**src/rtl/wall_pkg.sv**
```systemverilog
// Shared screen bounds, wall extents, layout types and the per-axis bounce step
// for the wall motion controller.
package wall_pkg;

  localparam logic [9:0] X_MIN       = 10'd0;
  localparam logic [9:0] X_MAX       = 10'd639;
  localparam logic [9:0] Y_MIN       = 10'd0;
  localparam logic [9:0] Y_MAX       = 10'd479;
  localparam logic [9:0] HOR_WIDTH   = 10'd64;
  localparam logic [9:0] HOR_HEIGHT  = 10'd32;
  localparam logic [9:0] VERT_WIDTH  = 10'd32;
  localparam logic [9:0] VERT_HEIGHT = 10'd64;

  typedef enum logic [1:0] {
    IDLE = 2'd0,
    LOAD = 2'd1,
    RUN  = 2'd2
  } wall_state_t;

  typedef struct packed {
    logic [9:0] x;
    logic [9:0] y;
    logic [2:0] dx;
    logic [2:0] dy;
  } wall_entry_t;

  typedef struct packed {
    logic [9:0] pos;
    logic [2:0] d;
  } axis_t;

  // Index 0 is wall 1.
  localparam logic [3:0][9:0] RESET_X = {10'd600, 10'd320, 10'd400, 10'd50};
  localparam logic [3:0][9:0] RESET_Y = {10'd400, 10'd240, 10'd200, 10'd100};

  function automatic wall_entry_t make_entry(input logic [9:0] x, input logic [9:0] y,
                                             input logic [2:0] dx, input logic [2:0] dy);
    wall_entry_t e;
    e.x  = x;
    e.y  = y;
    e.dx = dx;
    e.dy = dy;
    return e;
  endfunction

  // Walls 1 and 3 (even index) are horizontal, walls 2 and 4 are vertical.
  function automatic logic [9:0] x_hi(input logic [1:0] idx);
    logic [9:0] hi;
    if (idx[0]) hi = X_MAX - VERT_WIDTH;
    else        hi = X_MAX - HOR_WIDTH;
    return hi;
  endfunction

  function automatic logic [9:0] y_hi(input logic [1:0] idx);
    logic [9:0] hi;
    if (idx[0]) hi = Y_MAX - VERT_HEIGHT;
    else        hi = Y_MAX - HOR_HEIGHT;
    return hi;
  endfunction

  // Out-of-range candidate keeps the position and reverses the direction.
  function automatic axis_t axis_step(input logic [9:0] pos, input logic [2:0] d,
                                      input logic [9:0] lo, input logic [9:0] hi);
    logic signed [10:0] n;
    axis_t res;
    n = $signed({1'b0, pos}) + $signed({{8{d[2]}}, d});
    if ((n >= $signed({1'b0, lo})) && (n <= $signed({1'b0, hi}))) begin
      res.pos = n[9:0];
      res.d   = d;
    end else begin
      res.pos = pos;
      res.d   = 3'd0 - d;
    end
    return res;
  endfunction

endpackage

```
**src/rtl/wall_layout_rom.sv**
```systemverilog
// Per-level wall layout table: 8 levels x 4 walls, addressed {level, wall},
// registered output (one-cycle read latency).
module wall_layout_rom
  import wall_pkg::*;
(
  input  logic        Clk,
  input  logic [4:0]  addr,
  output wall_entry_t data
);

  wall_entry_t rom_s;

  // Layout contents; every entry lies inside its wall's legal window.
  always_comb begin
    case (addr)
      5'd0:  rom_s = make_entry(10'd100, 10'd50,  3'sd1,  3'sd1);
      5'd1:  rom_s = make_entry(10'd500, 10'd100, -3'sd1, 3'sd2);
      5'd2:  rom_s = make_entry(10'd200, 10'd400, 3'sd2,  -3'sd1);
      5'd3:  rom_s = make_entry(10'd50,  10'd300, 3'sd3,  3'sd0);
      5'd4:  rom_s = make_entry(10'd10,  10'd20,  3'sd2,  3'sd0);
      5'd5:  rom_s = make_entry(10'd605, 10'd100, 3'sd3,  -3'sd1);
      5'd6:  rom_s = make_entry(10'd1,   10'd300, -3'sd2, 3'sd3);
      5'd7:  rom_s = make_entry(10'd300, 10'd2,   3'sd0,  -3'sd3);
      5'd8:  rom_s = make_entry(10'd575, 10'd447, 3'sd3,  3'sd3);
      5'd9:  rom_s = make_entry(10'd0,   10'd0,   -3'sd3, -3'sd3);
      5'd10: rom_s = make_entry(10'd288, 10'd224, -3'sd1, 3'sd1);
      5'd11: rom_s = make_entry(10'd607, 10'd415, 3'sd1,  3'sd2);
      5'd12: rom_s = make_entry(10'd0,   10'd0,   3'sd0,  3'sd0);
      5'd13: rom_s = make_entry(10'd320, 10'd240, 3'sd2,  3'sd2);
      5'd14: rom_s = make_entry(10'd400, 10'd10,  -3'sd3, -3'sd2);
      5'd15: rom_s = make_entry(10'd100, 10'd410, 3'sd1,  -3'sd3);
      5'd16: rom_s = make_entry(10'd573, 10'd1,   3'sd2,  -3'sd2);
      5'd17: rom_s = make_entry(10'd3,   10'd412, -3'sd2, 3'sd3);
      5'd18: rom_s = make_entry(10'd50,  10'd440, 3'sd1,  3'sd3);
      5'd19: rom_s = make_entry(10'd604, 10'd50,  -3'sd3, 3'sd1);
      5'd20: rom_s = make_entry(10'd250, 10'd250, -3'sd3, 3'sd0);
      5'd21: rom_s = make_entry(10'd150, 10'd150, 3'sd0,  3'sd3);
      5'd22: rom_s = make_entry(10'd500, 10'd30,  3'sd3,  -3'sd3);
      5'd23: rom_s = make_entry(10'd20,  10'd380, -3'sd1, -3'sd1);
      5'd24: rom_s = make_entry(10'd330, 10'd100, 3'sd1,  -3'sd3);
      5'd25: rom_s = make_entry(10'd590, 10'd300, 3'sd3,  3'sd2);
      5'd26: rom_s = make_entry(10'd2,   10'd2,   -3'sd3, -3'sd3);
      5'd27: rom_s = make_entry(10'd400, 10'd200, 3'sd2,  -3'sd2);
      5'd28: rom_s = make_entry(10'd100, 10'd400, -3'sd2, 3'sd2);
      5'd29: rom_s = make_entry(10'd10,  10'd10,  3'sd1,  3'sd1);
      5'd30: rom_s = make_entry(10'd560, 10'd420, 3'sd2,  3'sd1);
      5'd31: rom_s = make_entry(10'd600, 10'd405, 3'sd3,  3'sd3);
      default: rom_s = wall_entry_t'(26'd0);
    endcase
  end

  // Synchronous read register.
  always_ff @(posedge Clk) begin
    data <= rom_s;
  end

endmodule

```
**src/rtl/wall_motion_ctrl.sv**
```systemverilog
// Owns the four wall positions: loads per-level layouts from the layout ROM and
// steps/bounces each wall once per synchronized frame strobe.
module wall_motion_ctrl
  import wall_pkg::*;
(
  input  logic       Clk,
  input  logic       Reset,
  input  logic       frame_clk,
  input  logic       load_req,
  input  logic [2:0] level,
  input  logic       pause,
  output logic       busy,
  output logic       load_done,
  output logic [9:0] X1,
  output logic [9:0] X2,
  output logic [9:0] X3,
  output logic [9:0] X4,
  output logic [9:0] Y1,
  output logic [9:0] Y2,
  output logic [9:0] Y3,
  output logic [9:0] Y4
);

  wall_state_t      state_r;
  logic [2:0]       level_r;
  logic [2:0]       cnt_r;
  logic             busy_r;
  logic             done_r;
  logic [2:0]       fsync_r;
  logic [3:0][9:0]  x_r;
  logic [3:0][9:0]  y_r;
  logic [3:0][2:0]  dx_r;
  logic [3:0][2:0]  dy_r;
  axis_t [3:0]      step_x_s;
  axis_t [3:0]      step_y_s;
  wall_entry_t      rom_data_s;
  logic [4:0]       rom_addr_s;
  logic [1:0]       wr_idx_s;
  logic             tick_s;

  // Data returning at count k belongs to the wall addressed at count k-1.
  assign rom_addr_s = {level_r, cnt_r[1:0]};
  assign wr_idx_s   = cnt_r[1:0] - 2'd1;
  assign tick_s     = fsync_r[1] & ~fsync_r[2];

  wall_layout_rom u_rom (
    .Clk  (Clk),
    .addr (rom_addr_s),
    .data (rom_data_s)
  );

  // Two-flop synchronizer for frame_clk plus a delayed copy for edge detect.
  always_ff @(posedge Clk or posedge Reset) begin
    if (Reset) begin
      fsync_r <= 3'd0;
    end else begin
      fsync_r <= {fsync_r[1:0], frame_clk};
    end
  end

  // Candidate next position/direction of every wall on both axes.
  always_comb begin
    for (int i = 0; i < 4; i++) begin
      step_x_s[i] = axis_step(x_r[i], dx_r[i], X_MIN, x_hi(2'(i)));
      step_y_s[i] = axis_step(y_r[i], dy_r[i], Y_MIN, y_hi(2'(i)));
    end
  end

  // Load sequencing and per-frame motion.
  always_ff @(posedge Clk or posedge Reset) begin
    if (Reset) begin
      state_r <= IDLE;
      level_r <= 3'd0;
      cnt_r   <= 3'd0;
      busy_r  <= 1'b0;
      done_r  <= 1'b0;
      x_r     <= RESET_X;
      y_r     <= RESET_Y;
      dx_r    <= 12'd0;
      dy_r    <= 12'd0;
    end else begin
      done_r <= 1'b0;
      case (state_r)
        IDLE: begin
          if (load_req) begin
            state_r <= LOAD;
            level_r <= level;
            cnt_r   <= 3'd0;
            busy_r  <= 1'b1;
          end else begin
            state_r <= IDLE;
          end
        end
        LOAD: begin
          cnt_r <= cnt_r + 3'd1;
          if (cnt_r != 3'd0) begin
            x_r[wr_idx_s]  <= rom_data_s.x;
            y_r[wr_idx_s]  <= rom_data_s.y;
            dx_r[wr_idx_s] <= rom_data_s.dx;
            dy_r[wr_idx_s] <= rom_data_s.dy;
          end else begin
            busy_r <= 1'b1;
          end
          if (cnt_r == 3'd4) begin
            state_r <= RUN;
            busy_r  <= 1'b0;
            done_r  <= 1'b1;
          end else begin
            state_r <= LOAD;
          end
        end
        RUN: begin
          // A load request takes priority and drops any coincident frame tick.
          if (load_req) begin
            state_r <= LOAD;
            level_r <= level;
            cnt_r   <= 3'd0;
            busy_r  <= 1'b1;
          end else if (tick_s && !pause) begin
            for (int i = 0; i < 4; i++) begin
              x_r[i]  <= step_x_s[i].pos;
              dx_r[i] <= step_x_s[i].d;
              y_r[i]  <= step_y_s[i].pos;
              dy_r[i] <= step_y_s[i].d;
            end
          end else begin
            state_r <= RUN;
          end
        end
        default: begin
          state_r <= IDLE;
          busy_r  <= 1'b0;
        end
      endcase
    end
  end

  assign busy      = busy_r;
  assign load_done = done_r;
  assign X1 = x_r[0];
  assign X2 = x_r[1];
  assign X3 = x_r[2];
  assign X4 = x_r[3];
  assign Y1 = y_r[0];
  assign Y2 = y_r[1];
  assign Y3 = y_r[2];
  assign Y4 = y_r[3];

endmodule

```
**config.mk**
```make
export PLATFORM = sky130hd
export DESIGN_NAME = wall_motion_ctrl
export DESIGN_NICKNAME = d
export VERILOG_FILES = /design/src/rtl/wall_pkg.sv /design/src/rtl/wall_layout_rom.sv /design/src/rtl/wall_motion_ctrl.sv
export SDC_FILE = /design/constraint.sdc
export NUM_CORES = 1
export LEC_CHECK = 0
export BUFFER_PORTS_ARGS = -buffer_cell sky130_fd_sc_hd__buf_2
export CAP_MARGIN = 20
export CORE_ASPECT_RATIO = 1.75
export CORE_UTILIZATION = 38
export DETAILED_ROUTE_END_ITERATION = 10
export SLEW_MARGIN = 30
export SYNTH_ARGS = -nofsm -noshare
export SYNTH_HDL_FRONTEND = slang
export SYNTH_SLANG_ARGS = --single-unit
```
**constraint.sdc**
```tcl
create_clock -name Clk -period 5.25 [get_ports Clk]
set_clock_uncertainty 0.05 [all_clocks]
set_input_delay 0.2625 -clock Clk [delete_from_list [all_inputs] [get_ports Clk]]
set_output_delay 0.2625 -clock Clk [all_outputs]
set_load 0.01 [all_outputs]
```
### Yosys cells after proc, flatten, opt, wreduce, memory -nomap -nowiden

Memory sizes are Yosys's and may differ from the RTL's. A register that Yosys moved wholly into a read port is not among the register bits.
Index checks and enable logic that the tools add are counted.
Widths: inputs -> output; s select.

| operators by class | value |
|---|---|
| reductions and logical operators | 35 |
| multiplexer cells | 45 |
| eq/ne operators | 25 |
| $add $sub $neg | 18 |
| bitwise operators | 2 |
| $lt $le $gt $ge | 18 |

Operators with widths:

| cell | count |
|---|---|
| $mux 40 | 6 |
| $pmux 40 s2 | 2 |
| $mux 13 | 8 |
| $add 11x3->11 | 8 |
| $ge 11x1->1 const B | 8 |
| $bwmux 40 | 2 |
| $reduce_and 5->1 | 16 |
| $mux 12 | 6 |
| $pmux 12 s2 | 2 |
| $le 11x10->1 const B | 4 |
| $le 11x11->1 const B | 4 |
| $ne 2x2->1 const B | 19 |
| $bwmux 12 | 2 |
| $sub 1x3->3 const A | 8 |
| $demux 10 s2 | 1 |
| $logic_and 1x1->1 | 10 |
| $mux 10 | 1 |
| $demux 3 s2 | 1 |
| $mux 1 | 6 |
| $mux 2 | 3 |
| $mux 3 | 2 |
| $ne 3x3->1 const B | 2 |
| $pmux 2 s3 | 1 |
| $pmux 3 s2 | 1 |
| other kinds (17) | 20 |

| storage, ports and cells | value |
|---|---|
| word-level logic and storage cells | 167 |
| memory bits (read-only) | 800 |
| input port bits | 8 |
| memories | 1 |
| register bits | 127 |
| output and inout bits | 82 |

Memory list:

| memory | words | width | read ports | clocked after Yosys merged registers in | write ports | RTL line | text |
|---|---|---|---|---|---|---|---|
| (no name shown) | 32 | 25 | 1 | 1 | 0 | wall_layout_rom.sv:15 | `case (addr)` |

### Logic depth before layout (Yosys ltp)

| depth | value |
|---|---|
| depth in word-level cells | 8 |
| depth in mapped cells | 12 |
| gate-level depth less buffers | 11 |

### Cells and area by module

Synthesis repeated with hierarchy kept, for this count alone.

| unflattened totals | value |
|---|---|
| cells, all modules | 1381 |
| area total of the unflattened synthesis | 11863.9 um^2 |

Modules (own cells, without submodules):

| module | cells an instance | instances | seq. area each (um^2) | area each (um^2) |
|---|---|---|---|---|
| wall_motion_ctrl | 1137 | 1 | 2959.1 | 9957.0 |
| wall_layout_rom | 244 | 1 | 500.5 | 1906.8 |

### Worst setup path before layout

No wires, ideal clock.

| timing | value |
|---|---|
| path kind | flip-flop to flip-flop |
| start point | register dx_r[2] (netlist name) |
| end point | register x_r, in the netlist X1[7] |
| cell stages (with the launch flop) | 10 |
| setup time | 0.125 ns |
| period minus slack after synthesis | 2.933 ns |
| path buffers | 0 |
| path slack | 2.317 ns |
| data required time | 5.075 ns |
| arrival | 2.758 ns |
| cells stage by stage | dfrtp_1 -> ha_1 -> and3_1 -> a2111oi_2 -> o21ai_1 -> a21oi_1 -> xnor2_1 -> nand2_1 -> a31oi_4 -> mux2_2 |

| between the ends | value |
|---|---|
| cells in the longest elaborated chain, start to end | 5 |
| elaborated cells between the ends (all ways) | 10 |
| classes of those cells | add/sub: 1; order compare: 2; eq/ne: 1; mux: 4; reduce/logical: 2 |

RTL lines:

| element | RTL line | text |
|---|---|---|
| start: declaration | wall_motion_ctrl.sv:32 | `logic [3:0][2:0] dx_r;` |
| start signal: indexed assignment | wall_motion_ctrl.sv:99 | `dx_r[wr_idx_s] <= rom_data_s.dx;` |
| start signal: indexed assignment | wall_motion_ctrl.sv:122 | `dx_r[i] <= step_x_s[i].d;` |
| $add 11x3->11 (*) | wall_pkg.sv:66 | `n = $signed({1'b0, pos}) + $signed({{8{d[2]}}, d});` |
| $ge 11x1->1, or another cell as far along | wall_pkg.sv:67 | `if ((n >= $signed({1'b0, lo})) && (n <= $signed({1'b0, hi}))) begin` |
| $logic_and 1x1->1 or $mux 40 (tied branches) | wall_pkg.sv:67, wall_motion_ctrl.sv:119 |  |
| $ne 2x2->1 (no source line) or $mux 40 (tied branches) | n/a |  |
| $reduce_and 5->1 (no source line) or $pmux 40 s2 (tied branches) | n/a |  |
| end signal: indexed assignment | wall_motion_ctrl.sv:97 | `x_r[wr_idx_s] <= rom_data_s.x;` |
| end signal: indexed assignment | wall_motion_ctrl.sv:121 | `x_r[i] <= step_x_s[i].pos;` |
| end: declaration | wall_motion_ctrl.sv:30 | `logic [3:0][9:0] x_r;` |

Mark *: on every way between the ends. The rest lies on a longest branch, timed or not. The select of a mux whose other input is x is not followed.
A chain may end at the register's enable or synchronous reset.

### Final worst setup path

| timing | value |
|---|---|
| start point | register cnt_r[0] |
| end point | register x_r, in the netlist X1[2] |

| between the ends | value |
|---|---|
| cells in the longest elaborated chain, start to end | 8 |
| elaborated cells between the ends (all ways) | 12 |
| classes of those cells | add/sub: 1; order compare: 2; eq/ne: 1; mux: 5; reduce/logical: 3 |

RTL lines:

| element | RTL line | text |
|---|---|---|
| start: declaration | wall_motion_ctrl.sv:26 | `logic [2:0] cnt_r;` |
| start signal: assignment | wall_motion_ctrl.sv:95 | `cnt_r <= cnt_r + 3'd1;` |
| $sub 2x1->2 | wall_motion_ctrl.sv:43 | `assign wr_idx_s = cnt_r[1:0] - 2'd1;` |
| $lt 2x3->1 (not written as such) or $ge 2x1->1 (tied branches) | wall_motion_ctrl.sv:97 |  |
| $logic_and 1x1->1 (not written as such) | wall_motion_ctrl.sv:97 |  |
| $mux 10 (not written as such) | wall_motion_ctrl.sv:97 |  |
| $demux 10 s2 | wall_motion_ctrl.sv:97 |  |
| $bwmux 40 | wall_motion_ctrl.sv:97 |  |
| $mux 40 | wall_motion_ctrl.sv:96 | `if (cnt_r != 3'd0) begin` |
| $pmux 40 s2 | wall_motion_ctrl.sv:83 | `case (state_r)` |

Several ways; a longest one is shown, not always the timed one. The select of a mux whose other input is x is not followed.

==> flow_summary_export.csv <==
group,metric,value,unit
critical_path,criticalPathCategory,"flip-flop to flip-flop",
cts,worst_path_clk_slew,60,ps
route,drt.antenna.violating_nets,0,
global_route,number_of_antenna_violations_at_the_first_check_in_global_routing,0,
synth,synthesis.instances,1373,
cts,buffers_inserted_during_post_cts_setup_optimization,0,
placement,portBuffers,89,
min_path,whs_path_depth,2,
route,detailedRoute.firstIterationViolations,624,
power_and_ir_drop,leak_pwr,5.819,nW
timing,layout_worst_path_cycle_share,69.88,%
cts,root_buffer,"sky130_fd_sc_hd__clkbuf_16",
route,route.detailed.wl_per_inst,19.49,um
synth,synth.most_common_cell,"sky130_fd_sc_hd__a21oi_1",
run,timing.max_cap.violations,0,
route,detailed_route_drc_error_count,0,
layout,area.growth.synth_to_final,12.04,%
route,route.detailed.vias_per_inst,5.894,
layout,drive_above_1_share,15.33,%
global_route,grt_first_pass_wirelength,56140,um
critical_path,reg2reg_to,"X1[2]$_DFFE_PP0P_",
critical_path,worst_r2r_path_depth,8,
critical_path,path_max_fanout,17,
route,vias,10780,
timing,hold_violations,0,
min_path,whs_endpoint,"state_r[1]$_DFFE_PP0P_",
critical_path,reg2reg_from,"cnt_r[0]$_DFFE_PP0P_",
synth,async_flop_share,82.39,%
run_status,status,"finished clean",
min_path,timing.hold.worst.start,"load_req",
cts,clock_path_buffers,2,
timing,timing_max_transition_violations_final,0,
timing,rsz0062_at_grt,"false",
global_route,first_global_vias,10530,
floorplan,pin_count,90,
synth,synth_cell_type_count,90,
critical_path,setup.worst_path.start_class,"flip-flop",
synth,netlist.area_leader.share,19.65,%
timing,timing.max_slew.rel_slack,42.36,%
floorplan,initial_core_util,38.84,%
timing,timing.final.crit_period,3669,ps
critical_path,critPathCaptureType,"flip-flop",
layout,antenna_cells,0,
synth,synth_fp_nets,1487,
timing,tightestPinTransition,864.6,ps
floorplan,rows,84,
layout,largest-register,"u_rom.data",
synth,avgSynthCellArea,8.533,sq um
route,drtPass1Iterations,5,
synth,synth.largest_area_cell,"sky130_fd_sc_hd__dfrtp_1",
critical_path,critical_path.slowest_cell,"sky130_fd_sc_hd__dfrtp_1",
route,routed_wirelength,35650,um
critical_path,setup.reg_to_reg.worst_slack,1580,ps
placement,routability_congestion_estimate_from_global_placement,0.9295,
cts,clkLatencyLatePin,460,ps
cts,cts-buffers-inserted,17,
timing,timing.setup.tns,0,ps
critical_path,required_time_of_the_worst_setup_path,5530,ps
min_path,hold_path_class,"primary input to flip-flop",
cts,cts.htree.levels,4,
layout,largest_reg_flops,25,
synth,synth_seq_area_share,29.53,%
floorplan,fp.dieW,134.7,um
floorplan,floorplan.die.height,234.3,um
power_and_ir_drop,worst_ir_drop_vdd,0.3398,mV
floorplan,fp.dieArea,0.03157,sq mm
floorplan,design.core.area,0.03016,sq mm
global_route,grt_start_max_net_pins,76,
placement,placed_area,0.01247,sq mm
timing,timing.fmax,272.6,MHz
layout,layout.cell_area.non_filler,0.01313,sq mm
timing,finalSetupViolations,0,
critical_path,cpPeakStageDelay,690,ps
layout,layout_top_registers,"u_rom.data x25, dx_r x12, dy_r x12",
cts,postCtsResizedCells,0,
critical_path,worstPathCellList,"inv_1 -> ha_1 -> nor2b_1 -> o21ai_0 -> o21ai_2 -> nor2_1 -> a31oi_4 -> mux2_1",
placement,post-dp-hpwl,26620,um
cts,cts_hold_repair.buffers,4,
synth,ys_top_cells_by_area,"sky130_fd_sc_hd__dfrtp_1, sky130_fd_sc_hd__ha_1, sky130_fd_sc_hd__dfstp_2, sky130_fd_sc_hd__a21oi_1, sky130_fd_sc_hd__o21ai_0",
cts,tritoncts_num_sinks,142,
synth,mappedNetlistArea,0.01172,sq mm
cts,cts_tree,"yes",
power_and_ir_drop,cellPowerDensity,762.3,mW/mm^2
critical_path,arrival,3950,ps
synth,yosys_most_used_dff,"sky130_fd_sc_hd__dfrtp_1",
synth,number_of_synthesized_flops_with_an_enable_pin,0,
global_route,gr-usage-all-layers,23.01,%
synth,yosysWarningCount,0,
synth,synth_seq_cells,142,
layout,nets,1543,
synth,synth.cells.most_frequent,"sky130_fd_sc_hd__a21oi_1, sky130_fd_sc_hd__o21ai_0, sky130_fd_sc_hd__ha_1, sky130_fd_sc_hd__nand2_1, sky130_fd_sc_hd__dfrtp_1",
global_route,global_route_total_overflow,0,
-- kinds of logic after synthesis --
| family | after synthesis | synth area share [%] |
|---|---|---|
| adder cells (fa/ha/maj) | 106 | 11.83 |
| buffers and inverters | 144 | 4.816 |
| flip-flops | 142 | 29.53 |
| AO/OA/AOI/OAI | 533 | 30.63 |
| XOR/XNOR | 39 | 2.915 |
| multiplexers | 49 | 4.987 |
| AND/OR/NAND/NOR | 360 | 15.29 |
-- cell usage in the layout, fill, tap and decap left out, types with 12 or more instances in the layout --
master	netlist	final
sky130_fd_sc_hd__mux2_2	14	14
sky130_fd_sc_hd__xnor2_1	27	27
sky130_fd_sc_hd__and3_1	12	12
sky130_fd_sc_hd__a2bb2oi_1	14	14
sky130_fd_sc_hd__nand3_1	24	24
sky130_fd_sc_hd__dfxtp_1	25	25
sky130_fd_sc_hd__nor3_1	33	33
sky130_fd_sc_hd__o21a_1	30	30
sky130_fd_sc_hd__mux2_1	13	13
sky130_fd_sc_hd__xor2_1	12	12
sky130_fd_sc_hd__clkbuf_16	0	21
sky130_fd_sc_hd__inv_1	73	72
sky130_fd_sc_hd__nand2_1	98	98
sky130_fd_sc_hd__nor2b_1	18	17
sky130_fd_sc_hd__a22o_1	14	14
sky130_fd_sc_hd__nand2b_1	27	26
sky130_fd_sc_hd__buf_2	7	89
sky130_fd_sc_hd__a21o_1	23	23
sky130_fd_sc_hd__o21ai_0	122	122
sky130_fd_sc_hd__a211oi_1	26	26
sky130_fd_sc_hd__buf_4	0	12
sky130_fd_sc_hd__dfrtp_1	92	91
sky130_fd_sc_hd__o31ai_1	16	16
sky130_fd_sc_hd__dfstp_2	25	25
sky130_fd_sc_hd__mux2_4	12	12
sky130_fd_sc_hd__a21oi_1	126	126
sky130_fd_sc_hd__o211ai_1	23	23
sky130_fd_sc_hd__ha_1	98	98
sky130_fd_sc_hd__a31oi_1	15	15
sky130_fd_sc_hd__nor2_1	87	87
-- report_power, final --
part | switching (mW) | internal [mW] | total [mW]
registers | 0.694 | 1.64 | 2.33
clock network | 0.531 | 0.718 | 1.25
logic | 3.86 | 2.56 | 6.43
-- stage by stage --
stage          cells  util [%]  hold WS (ps)  total power, mW  setup slack, ps
3_3_place_gp    1792     41.33         285.3            8.635             1515
5_1_grt         1829     43.52         48.74            10.83             1263
3_5_place_dp    1792     41.34         290.4            8.720             1581
4_1_cts         1828     43.46         15.23            10.01             1557
2_1_floorplan   1373         -         243.9            6.925             1878
6_report        1829     43.52         29.95            10.01             1581
-- worst max path at each step --
stage | slack [ps] | end | depth (start not counted) | from
global placement | 1510 | X2[0]$_DFFE_PP0P_ | 8 | dx_r[5]$_DFFE_PP0P_
global route | 1260 | X1[6]$_DFFE_PP0P_ | 8 | cnt_r[0]$_DFFE_PP0P_
CTS | 1560 | dy_r[5]$_DFFE_PP0P_ | 8 | cnt_r[0]$_DFFE_PP0P_
finish | 1580 | X1[2]$_DFFE_PP0P_ | 8 | cnt_r[0]$_DFFE_PP0P_
floorplan | 1880 | X1[0]$_DFFE_PP0P_ | 1 | Reset
detailed placement | 1580 | dy_r[5]$_DFFE_PP0P_ | 8 | cnt_r[0]$_DFFE_PP0P_
-- critical path, delay by kind of cell, from the launching register on --
family | cells | cell delay [ps]
adder cells (fa/ha/maj) | 1 | 470
AND/OR/NAND/NOR | 2 | 610
buffers and inverters | 1 | 280
flip-flops | 1 | 690
AO/OA/AOI/OAI | 3 | 1070
multiplexers | 1 | 370
-- routing by layer --
layer / wire, um / GRT usage, %
met5: 0 / 0
met4: 1746 / 13.27
met1: 14140 / 25.55
met3: 1358 / 3.632
met2: 18400 / 41.24
-- cell type report --
class	count	area, sq um
fill	2993	17040
multi-input combinational	1087	7710
sequential	142	3461
timing repair buffer	106	585.6
clock buffer	22	529.3
tap	387	484.2
inverter	75	286.5
clock inverter	10	70.07
Power figures use the tool's default switching activity.
